<file path="config.mk">
export PLATFORM = sky130hd
export DESIGN_NAME = uart_rx_fifo_flat
export DESIGN_NICKNAME = d
export VERILOG_FILES = /design/src/rtl/uart_rx_fifo_if.sv /design/src/rtl/uart_rx_fifo.sv /design/src/flat_wrapper.sv
export SDC_FILE = /design/constraint.sdc
export NUM_CORES = 1
export LEC_CHECK = 0
export ABC_AREA = 1
export CORE_MARGIN = 3
export CORE_UTILIZATION = 26
export CTS_CLUSTER_SIZE = 25
export DETAILED_ROUTE_END_ITERATION = 8
export DONT_BUFFER_PORTS = 1
export SLEW_MARGIN = 20
export SYNTH_ARGS = -nofsm -noshare
export SYNTH_HDL_FRONTEND = slang
export SYNTH_SLANG_ARGS = --single-unit
</file>
<file path="constraint.sdc">
create_clock -name clk -period 3.14 [get_ports clk]
set_clock_uncertainty 0.05 [all_clocks]
set_input_delay 0.628 -clock clk [delete_from_list [all_inputs] [get_ports clk]]
set_output_delay 0.628 -clock clk [all_outputs]
set_load 0.01 [all_outputs]
</file>
<file path="src/rtl/uart_rx_fifo_if.sv">
// -----------------------------------------------------------------------------
// uart_rx_fifo_if
//   Bundles the signals between the buart receiver, the uart_rx_fifo receive
//   buffer and the CPU IO read path.
//
//   Signals (direction as seen by the FIFO, i.e. the slave modport):
//     uart_valid   in   buart holds a received byte (level until acknowledged)
//     uart_data    in   buart received byte, stable while uart_valid=1
//     uart_rd      out  one-cycle acknowledge back to buart
//     pop          in   CPU read strobe for the data register
//     rdata        out  head byte of the FIFO, 0 when empty
//     rvalid       out  FIFO not empty
//     count        out  number of bytes held (DEPTH_LOG2+1 bits)
//     overflow     out  sticky: a byte arrived while the FIFO was full
//     overflow_clr in   clears overflow
//
//   The master modport is the environment side (buart + IO page).
// -----------------------------------------------------------------------------
interface uart_rx_fifo_if #(
   parameter int DEPTH_LOG2 = 4
);
   logic                  uart_valid;
   logic [7:0]            uart_data;
   logic                  uart_rd;
   logic                  pop;
   logic [7:0]            rdata;
   logic                  rvalid;
   logic [DEPTH_LOG2:0]   count;
   logic                  overflow;
   logic                  overflow_clr;

   modport slave (
      input  uart_valid,
      input  uart_data,
      input  pop,
      input  overflow_clr,
      output uart_rd,
      output rdata,
      output rvalid,
      output count,
      output overflow
   );

   modport master (
      output uart_valid,
      output uart_data,
      output pop,
      output overflow_clr,
      input  uart_rd,
      input  rdata,
      input  rvalid,
      input  count,
      input  overflow
   );
endinterface

</file>
<file path="src/rtl/uart_rx_fifo.sv">
// -----------------------------------------------------------------------------
// uart_rx_fifo
//   Receive buffer between the buart receiver and the CPU IO page. Bytes are
//   drained from buart with its valid/rd handshake into a 2**DEPTH_LOG2 deep
//   FIFO; the head byte and status are presented registered (show-ahead) to the
//   IO read mux so firmware can absorb bursts without losing characters.
//
//   Parameters:
//     DEPTH_LOG2      FIFO depth is 2**DEPTH_LOG2 bytes (1..8)
//     DROP_WHEN_FULL  0: leave the byte in buart while full (backpressure)
//                     1: acknowledge and discard the byte while full
//
//   Ports:
//     clk    system clock
//     reset  synchronous, active-high reset
//     bus    uart_rx_fifo_if.slave (buart handshake, pop, head data, status)
// -----------------------------------------------------------------------------
module uart_rx_fifo #(
   parameter int DEPTH_LOG2     = 4,
   parameter bit DROP_WHEN_FULL = 1'b0
) (
   input  logic               clk,
   input  logic               reset,
   uart_rx_fifo_if.slave      bus
);

   localparam int              DEPTH    = 2 ** DEPTH_LOG2;
   localparam int              CW       = DEPTH_LOG2 + 1;
   localparam logic [CW-1:0]   FULL_CNT = CW'(DEPTH);

   typedef enum logic [1:0] {
      S_IDLE   = 2'd0,
      S_ACK    = 2'd1,
      S_SETTLE = 2'd2
   } state_t;

   state_t                  state_q, state_d;
   logic [DEPTH_LOG2-1:0]   wptr_q, wptr_d;
   logic [DEPTH_LOG2-1:0]   rptr_q, rptr_d;
   logic [CW-1:0]           count_q, count_d;
   logic                    rd_q, rd_d;
   logic                    rvalid_q, rvalid_d;
   logic [7:0]              rdata_q, rdata_d;
   logic                    ovf_q, ovf_d;
   logic [7:0]              mem_q [DEPTH];

   logic                    full;
   logic                    wr_en;
   logic                    pop_en;
   logic                    ovf_set;

   assign full = (count_q == FULL_CNT);

   // Intake FSM: capture in IDLE, acknowledge in ACK, then one SETTLE cycle in
   // which uart_valid is ignored because buart only drops it one cycle after rd.
   always_comb begin
      state_d = state_q;
      wr_en   = 1'b0;
      ovf_set = 1'b0;
      unique case (state_q)
         S_IDLE: begin
            if (bus.uart_valid) begin
               if (!full) begin
                  wr_en   = 1'b1;
                  state_d = S_ACK;
               end else begin
                  ovf_set = 1'b1;
                  // Discard mode still acknowledges so buart can move on.
                  if (DROP_WHEN_FULL) begin
                     state_d = S_ACK;
                  end
               end
            end
         end
         S_ACK:    state_d = S_SETTLE;
         S_SETTLE: state_d = S_IDLE;
         default:  state_d = S_IDLE;
      endcase
      // uart_rd is a flop that is high exactly while the FSM sits in ACK.
      rd_d = (state_d == S_ACK);
   end

   // Pointer, occupancy and registered show-ahead head computation.
   always_comb begin
      // rvalid_q always mirrors count_q != 0, so a pop on empty is dropped here.
      pop_en = bus.pop & rvalid_q;

      wptr_d = wr_en  ? wptr_q + DEPTH_LOG2'(1) : wptr_q;
      rptr_d = pop_en ? rptr_q + DEPTH_LOG2'(1) : rptr_q;

      count_d = count_q;
      unique case ({wr_en, pop_en})
         2'b10:   count_d = count_q + CW'(1);
         2'b01:   count_d = count_q - CW'(1);
         default: count_d = count_q;
      endcase

      rvalid_d = (count_d != '0);

      // The new head is the byte being written this very cycle when the read
      // pointer lands on the write slot; the array only holds it after the edge.
      // (A full FIFO also has rptr==wptr, but then wr_en is low.)
      if (!rvalid_d) begin
         rdata_d = 8'h00;
      end else if (wr_en && (rptr_d == wptr_q)) begin
         rdata_d = bus.uart_data;
      end else begin
         rdata_d = mem_q[rptr_d];
      end

      // Set has priority over a same-cycle clear.
      ovf_d = ovf_set | (ovf_q & ~bus.overflow_clr);
   end

   always_ff @(posedge clk) begin
      if (reset) begin
         state_q  <= S_IDLE;
         wptr_q   <= '0;
         rptr_q   <= '0;
         count_q  <= '0;
         rd_q     <= 1'b0;
         rvalid_q <= 1'b0;
         rdata_q  <= 8'h00;
         ovf_q    <= 1'b0;
      end else begin
         state_q  <= state_d;
         wptr_q   <= wptr_d;
         rptr_q   <= rptr_d;
         count_q  <= count_d;
         rd_q     <= rd_d;
         rvalid_q <= rvalid_d;
         rdata_q  <= rdata_d;
         ovf_q    <= ovf_d;
      end
   end

   // Storage array carries data only, so it has no reset.
   always_ff @(posedge clk) begin
      if (wr_en) begin
         mem_q[wptr_q] <= bus.uart_data;
      end
   end

   assign bus.uart_rd  = rd_q;
   assign bus.rvalid   = rvalid_q;
   assign bus.rdata    = rdata_q;
   assign bus.count    = count_q;
   assign bus.overflow = ovf_q;

endmodule
</file>
<file path="src/flat_wrapper.sv">
// flat-port wrapper written by rule: the top's interface ports become plain ports
module uart_rx_fifo_flat 
#(
   parameter int DEPTH_LOG2     = 4,
   parameter bit DROP_WHEN_FULL = 1'b0
)
  (clk, reset, bus_uart_valid, bus_uart_data, bus_pop, bus_overflow_clr, bus_uart_rd, bus_rdata, bus_rvalid, bus_count, bus_overflow);
  uart_rx_fifo_if #(.DEPTH_LOG2(DEPTH_LOG2)) bus_i ();
  input  logic clk;
  input  logic reset;
  input wire logic [$bits(bus_i.uart_valid)-1:0] bus_uart_valid;
  input wire logic [$bits(bus_i.uart_data)-1:0] bus_uart_data;
  input wire logic [$bits(bus_i.pop)-1:0] bus_pop;
  input wire logic [$bits(bus_i.overflow_clr)-1:0] bus_overflow_clr;
  output wire logic [$bits(bus_i.uart_rd)-1:0] bus_uart_rd;
  output wire logic [$bits(bus_i.rdata)-1:0] bus_rdata;
  output wire logic [$bits(bus_i.rvalid)-1:0] bus_rvalid;
  output wire logic [$bits(bus_i.count)-1:0] bus_count;
  output wire logic [$bits(bus_i.overflow)-1:0] bus_overflow;
  assign bus_i.uart_valid = bus_uart_valid;
  assign bus_i.uart_data = bus_uart_data;
  assign bus_i.pop = bus_pop;
  assign bus_i.overflow_clr = bus_overflow_clr;
  assign bus_uart_rd = bus_i.uart_rd;
  assign bus_rdata = bus_i.rdata;
  assign bus_rvalid = bus_i.rvalid;
  assign bus_count = bus_i.count;
  assign bus_overflow = bus_i.overflow;
  uart_rx_fifo #(.DEPTH_LOG2(DEPTH_LOG2), .DROP_WHEN_FULL(DROP_WHEN_FULL)) u_core (.clk(clk), .reset(reset), .bus(bus_i));
endmodule
</file>
# --- After elaboration in Yosys (flattened, before gate mapping) ---
# Memories as Yosys holds them, arrays and structs flattened. A register that Yosys moved wholly into a read port is not among the register bits.
# Cells that the tools add are included.
totals:
  inputBits: 13
  word_cells: 38
  out_inout_bits: 16
  ramBits: 128
  regBits: 18
  mem_count: 1
op_classes:
  n_mux: 13
  eq_ne: 5
  addsub: 4
  bitwise: 5
  reduce_logical: 3
mem_list:
  columns: ["name", "depth", "word_bits", "read_ports", "rd_clocked_by_memory_dff", "wr", "line_no", "text"]
  rows:
  - ["u_core.mem_q", 16, 8, 1, 1, 1, "uart_rx_fifo.sv:45", "logic [7:0] mem_q [DEPTH];"]
ops:
  columns: ["op", "count"]
  rows:
  - ["5-bit one-hot mux with 2 select lines", 1]
  - ["4-bit by 1-bit adder with 4-bit output, second input constant", 2]
  - ["1-bit 2-to-1 mux", 8]
  - ["2-bit by 1-bit equality test with 1-bit output, second input constant", 3]
  - ["5-bit by 1-bit adder with 5-bit output, second input constant", 1]
  - ["5-bit equality test, second input constant", 1]
  - ["5-bit nonzero test", 1]
  - ["5-bit by 1-bit subtractor with 5-bit output, second input constant", 1]
  - ["2-bit 2-to-1 mux", 2]
  - ["4-bit 2-to-1 mux", 1]
  - ["2-bit one-hot mux with 2 select lines", 1]
  - ["1-bit bitwise AND", 2]
  - ["2-bit equality test, second input constant", 1]
  - ["2-bit logical NOT", 1]
  - ["1-bit inverter", 2]
  - ["2-bit OR reduction", 1]
  - ["1-bit bitwise OR", 1]

# --- Logic depth before layout (Yosys ltp) ---
logic_depth:
  depth_word: 9
  mapped_depth: 19
  ltp_nobuf: 19

# --- Least setup slack after synthesis ---
# OpenSTA, ideal clock, no wires.
synth_timing:
  path_kind: "in2reg"
  start: "in bus_uart_valid"
  end: "reg u_core.rdata_q[0], in the netlist u_core.bus.rdata[0] (read register of u_core.mem_q)"
  arrival_ps: 2396
  required_time_ps: 2960
  setup_time_ps: 130
  cell_stages: 14
  path_slack_ps: 565
  n_path_buf: 0
  cell_sequence: "nor3b_2 > nand2_1 > ha_1 > nand2_1 > inv_1 > nor2_1 > ha_1 > o21a_1 > nor2_1 > nand3_1 > nand2_1 > nand2_1 > nor2_2 > a21oi_1"
synth_between:
  elab_chain_cells: 7
  word_cells_on_any_way: 8
  classes_between: "eq/ne (2); mux (3); bitwise (1); reduce/logical (2)"
synth_lines:
  columns: ["item", "line_no", "text"]
  rows:
  - ["start, declared", "flat_wrapper.sv:11", "input wire logic [$bits(bus_i.uart_valid)-1:0] bus_uart_valid;"]
  - ["1-bit 2-to-1 mux (*)", "uart_rx_fifo.sv:62", "if (bus.uart_valid) begin"]
  - ["1-bit 2-to-1 mux (*)", "uart_rx_fifo.sv:60", "unique case (state_q)"]
  - ["2-bit by 1-bit equality test with 1-bit output or 2-bit equality test (tied branches)", "uart_rx_fifo.sv:92", "unique case ({wr_en, pop_en})"]
  - ["5-bit one-hot mux with 2 select lines (*)", "uart_rx_fifo.sv:92", null]
  - ["5-bit nonzero test (*)", "uart_rx_fifo.sv:98", "rvalid_d = (count_d != '0);"]
  - ["1-bit inverter (no line) (*)", null, null]
  - ["2-bit OR reduction (no line) (*)", null, null]
  - ["end, declared", "uart_rx_fifo.sv:43", "logic [7:0] rdata_q, rdata_d;"]
# Mark *: on every way between the ends. The rest lies on a longest branch, timed or not.
# A chain may end at the register's enable or synchronous reset.

# --- Worst setup path after layout ---
layout_timing:
  start: "reg u_core.count_q[1], in the netlist u_core.bus.count[1]"
  end: "reg u_core.rdata_q[4], in the netlist u_core.bus.rdata[4] (read register of u_core.mem_q)"
layout_between:
  elab_chain_cells: 9
  word_cells_on_any_way: 12
  classes_between: "add/sub (2); eq/ne (3); mux (4); bitwise (1); reduce/logical (2)"
layout_lines:
  columns: ["item", "line_no", "text"]
  rows:
  - ["start, declared", "uart_rx_fifo.sv:40", "logic [CW-1:0] count_q, count_d;"]
  - ["start signal, assigned", "uart_rx_fifo.sv:129", "count_q <= count_d;"]
  - ["5-bit equality test", "uart_rx_fifo.sv:52", "assign full = (count_q == FULL_CNT);"]
  - ["1-bit 2-to-1 mux", "uart_rx_fifo.sv:63", "if (!full) begin"]
  - ["1-bit 2-to-1 mux", "uart_rx_fifo.sv:62", null]
  - ["1-bit 2-to-1 mux", "uart_rx_fifo.sv:60", null]
  - ["2-bit by 1-bit equality test with 1-bit output or 2-bit equality test (tied branches)", "uart_rx_fifo.sv:92", null]
  - ["5-bit one-hot mux with 2 select lines (*)", "uart_rx_fifo.sv:92", null]
  - ["5-bit nonzero test (*)", "uart_rx_fifo.sv:98", null]
  - ["1-bit inverter (no line) (*)", null, null]
  - ["2-bit OR reduction (no line) (*)", null, null]
# Marked as above.

==> flow_summary.ini <==
[clock_network]
cts_setup_buffers = 0
cts.clk_slew.worst_paths_ns = 0.06
cts_tree = done
root_buffer = clkbuf_16
cts-resized-gates = 0
worstSkewPairLatency_ns = 0.43
clock_sinks = 154
htree_num_levels = 4
clk_path_buf_depth = 2
cts_hold_buf = 0
numCtsBuffers = 17

[cells_and_area]
fill_cells = 2653
num_antenna_cells = 0
finish.utilization_pct = 30.39
multi_input_area_um2 = 2112
regArea_um2 = 4364
area.growth.synth_to_final_pct = 13.63
nets = 724
layout_commonest_cell = nand3_1
final_cell_mix = nand3_1 (136), edfxtp_1 (128), nand2_1 (126)
drive_above_1_share_pct = 9.218

[worst_setup_path]
crit_arrival_ns = 2.88
worst_ep_required_time_ns = 3.39
reg2reg_to = u_core.bus.rdata[4]$_SDFF_PP0_
reg2reg_depth = 14
worstSetupPathType = reg -> reg
regToRegSetupSlack_ns = 0.52
worstSetupStartpointType = flip-flop
reg2reg_from = u_core.bus.count[1]$_SDFF_PP0_
cp_max_fo = 9
crit_end = u_core.bus.rdata[4]$_SDFF_PP0_
endpoint_kind = flip-flop
crit_start = u_core.bus.count[1]$_SDFF_PP0_

[status]
status = finished clean

[place]
place.gp.congestion = 0.8226
port_buffers = 0
dpl.hpwl_mm = 10.65

[worst_hold_path]
hp-class = in -> reg

[flow_run]
drv_cap = 0

[route]
viasPerCell = 4.543
totalWireLength_mm = 16.64
top_layer = met4
wl_met1_mm = 7.769
post_drt_wl_per_cell_um = 15.84
met3_length_um = 913
firstDrtPassIters = 5
drt_iter0_markers = 462
via_count = 4775
drc = 0
postRouteAntennaNets = 0
wl_met2_mm = 7.727

[grt]
grt_max_degree = 66
grtUsageTotal_pct = 11.81
grt_overflow = 0
grt_pass1_wl_mm = 26.05
antenna_found_initial = 0
grt_pass1_vias = 4427

[floorplanning]
pin_count = 29
core_area_um2 = 26350
dieArea_um2 = 29120
fp.dieW_um = 170.6
rows = 59
die_height_um = 170.6
start_util_pct = 26.74

[timing]
post-route-min-period_ns = 2.623
rsz0062_at_grt = no
tightest_slew_ns = 1.050
max-slew-margin-rel_pct = 29.71
fmax_mhz = 381.2
setup_tns_ns = 0
period_share_pct = 83.54
finalSetupViolCount = 0
drv_slew = 0
hold_violations = 0

[logic_synthesis]
yosys_register_bits = 154
yosysWarnings = 0
synth_area_per_cell_um2 = 10.10
synth_top_area_cell = edfxtp_1
yosysTopAreaCellShare_pct = 54.54
syn_area_um2 = 7048
synth_seq_area_share_pct = 61.92
synth_cell_types = 33
syn_nets = 719
synth_cells = 698
synthTopCellsByArea = edfxtp_1 (55%), nand3_1 (9.7%), dfxtp_1 (7.4%)

[pwr]
power.density_nw_per_um2 = 752.7
finalPower_mw = 6.028
peakVddDrop_mv = 0.4786
leakage_nw = 3.142
-- sequential cells by signal, indices dropped and copies added, names as in the netlist --
name,flops
u_core.wptr_q,4
u_core.mem_q,128
u_core.state_q,2
u_core.bus.count,5
u_core.bus.rvalid,1
u_core.bus.overflow,1
u_core.rptr_q,4
u_core.bus.uart_rd,1
u_core.bus.rdata,8
-- metrics by stage --
stage | instances | hold WS [ns] | worst slack [ns] | instance area [um2]
2_1_floorplan | 698 | 0.3604 | 0.5645 | 7048
3_3_place_gp | 1019 | 0.3721 | 0.4422 | 7435
3_5_place_dp | 1019 | 0.3828 | 0.3608 | 7435
4_1_cts | 1051 | 0.1949 | 0.5224 | 8009
5_1_grt | 1051 | 0.1952 | 0.1906 | 8009
6_report | 1051 | 0.2120 | 0.5169 | 8009
-- synth_stat cells --
cell type / count
or2_1: 1
nand2_2: 7
ha_1: 8
nor3_2: 1
nor3b_1: 1
xnor2_1: 1
clkinv_2: 1
xor2_1: 1
nand2_4: 2
o21a_1: 1
nand2_1: 126
nor2_2: 2
nor2_4: 1
nand3b_1: 48
o21ai_0: 3
nor2_1: 32
o211ai_1: 1
buf_6: 2
o21ai_4: 1
nand4_1: 12
inv_2: 2
buf_2: 24
dfxtp_1: 26
nand3_1: 136
nor3b_2: 1
nor3_1: 1
edfxtp_1: 128
inv_1: 105
a21oi_1: 15
o22ai_1: 2
nand3_2: 2
clkbuf_1: 2
buf_4: 2
-- layout make-up --
class                      count  area share [%]
multi-input combinational    406           26.37
clock inverter                14           1.812
timing repair buffer          16           1.656
tap                          335           5.234
clock buffer                  18           5.359
inverter                     108           5.077
sequential                   154           54.49
-- worst min-delay path by stage --
stage | start | end | depth (start not counted)
6_report | reset | u_core.bus.overflow$_SDFF_PP0_ | 1
2_1_floorplan | u_core.state_q[1]$_SDFF_PP0_ | u_core.state_q[1]$_SDFF_PP0_ | 1
4_1_cts | reset | u_core.bus.overflow$_SDFF_PP0_ | 1
3_5_place_dp | u_core.state_q[1]$_SDFF_PP0_ | u_core.state_q[1]$_SDFF_PP0_ | 1
5_1_grt | reset | u_core.bus.overflow$_SDFF_PP0_ | 1
3_3_place_gp | u_core.state_q[1]$_SDFF_PP0_ | u_core.state_q[1]$_SDFF_PP0_ | 1
-- layer usage --
layer | vias to the layer above | global-route usage (%)
met3 | 14 | 3.027
met5 | - | 0
met4 | 0 | 3.880
met1 | 2278 | 16.33
met2 | 120 | 18.11
li1 | 2363 | -
-- critical path: stages, from the launching register on --
cell	delay, ns
dfxtp_1	0.47
nor2_1	0.11
nand3_1	0.08
nand2_1	0.09
buf_4	0.18
ha_1	0.36
inv_1	0.11
or2_1	0.22
o21a_1	0.11
nor2_1	0.09
nand3_1	0.09
nand2_1	0.06
nand2_1	0.06
nor2_2	0.32
a21oi_1	0.10
-- power breakdown --
group / switching (mW) / internal [mW]
registers: 0.119 / 2.33
clock network: 0.823 / 1.17
logic: 1.09 / 0.494
total: 2.03 / 4.00
-- cell families (layout without fill, tap and decap cells) --
family | Yosys count | count (layout) | share of synthesized area, %
compound gates | 23 | 23 | 1.900
buf+inv | 138 | 156 | 8.113
simple gates | 373 | 373 | 26.40
fa+ha+maj | 8 | 8 | 1.420
xor+xnor | 2 | 2 | 0.2486
flops | 154 | 154 | 61.92
No activity file was read; power rests on OpenSTA's default activity.
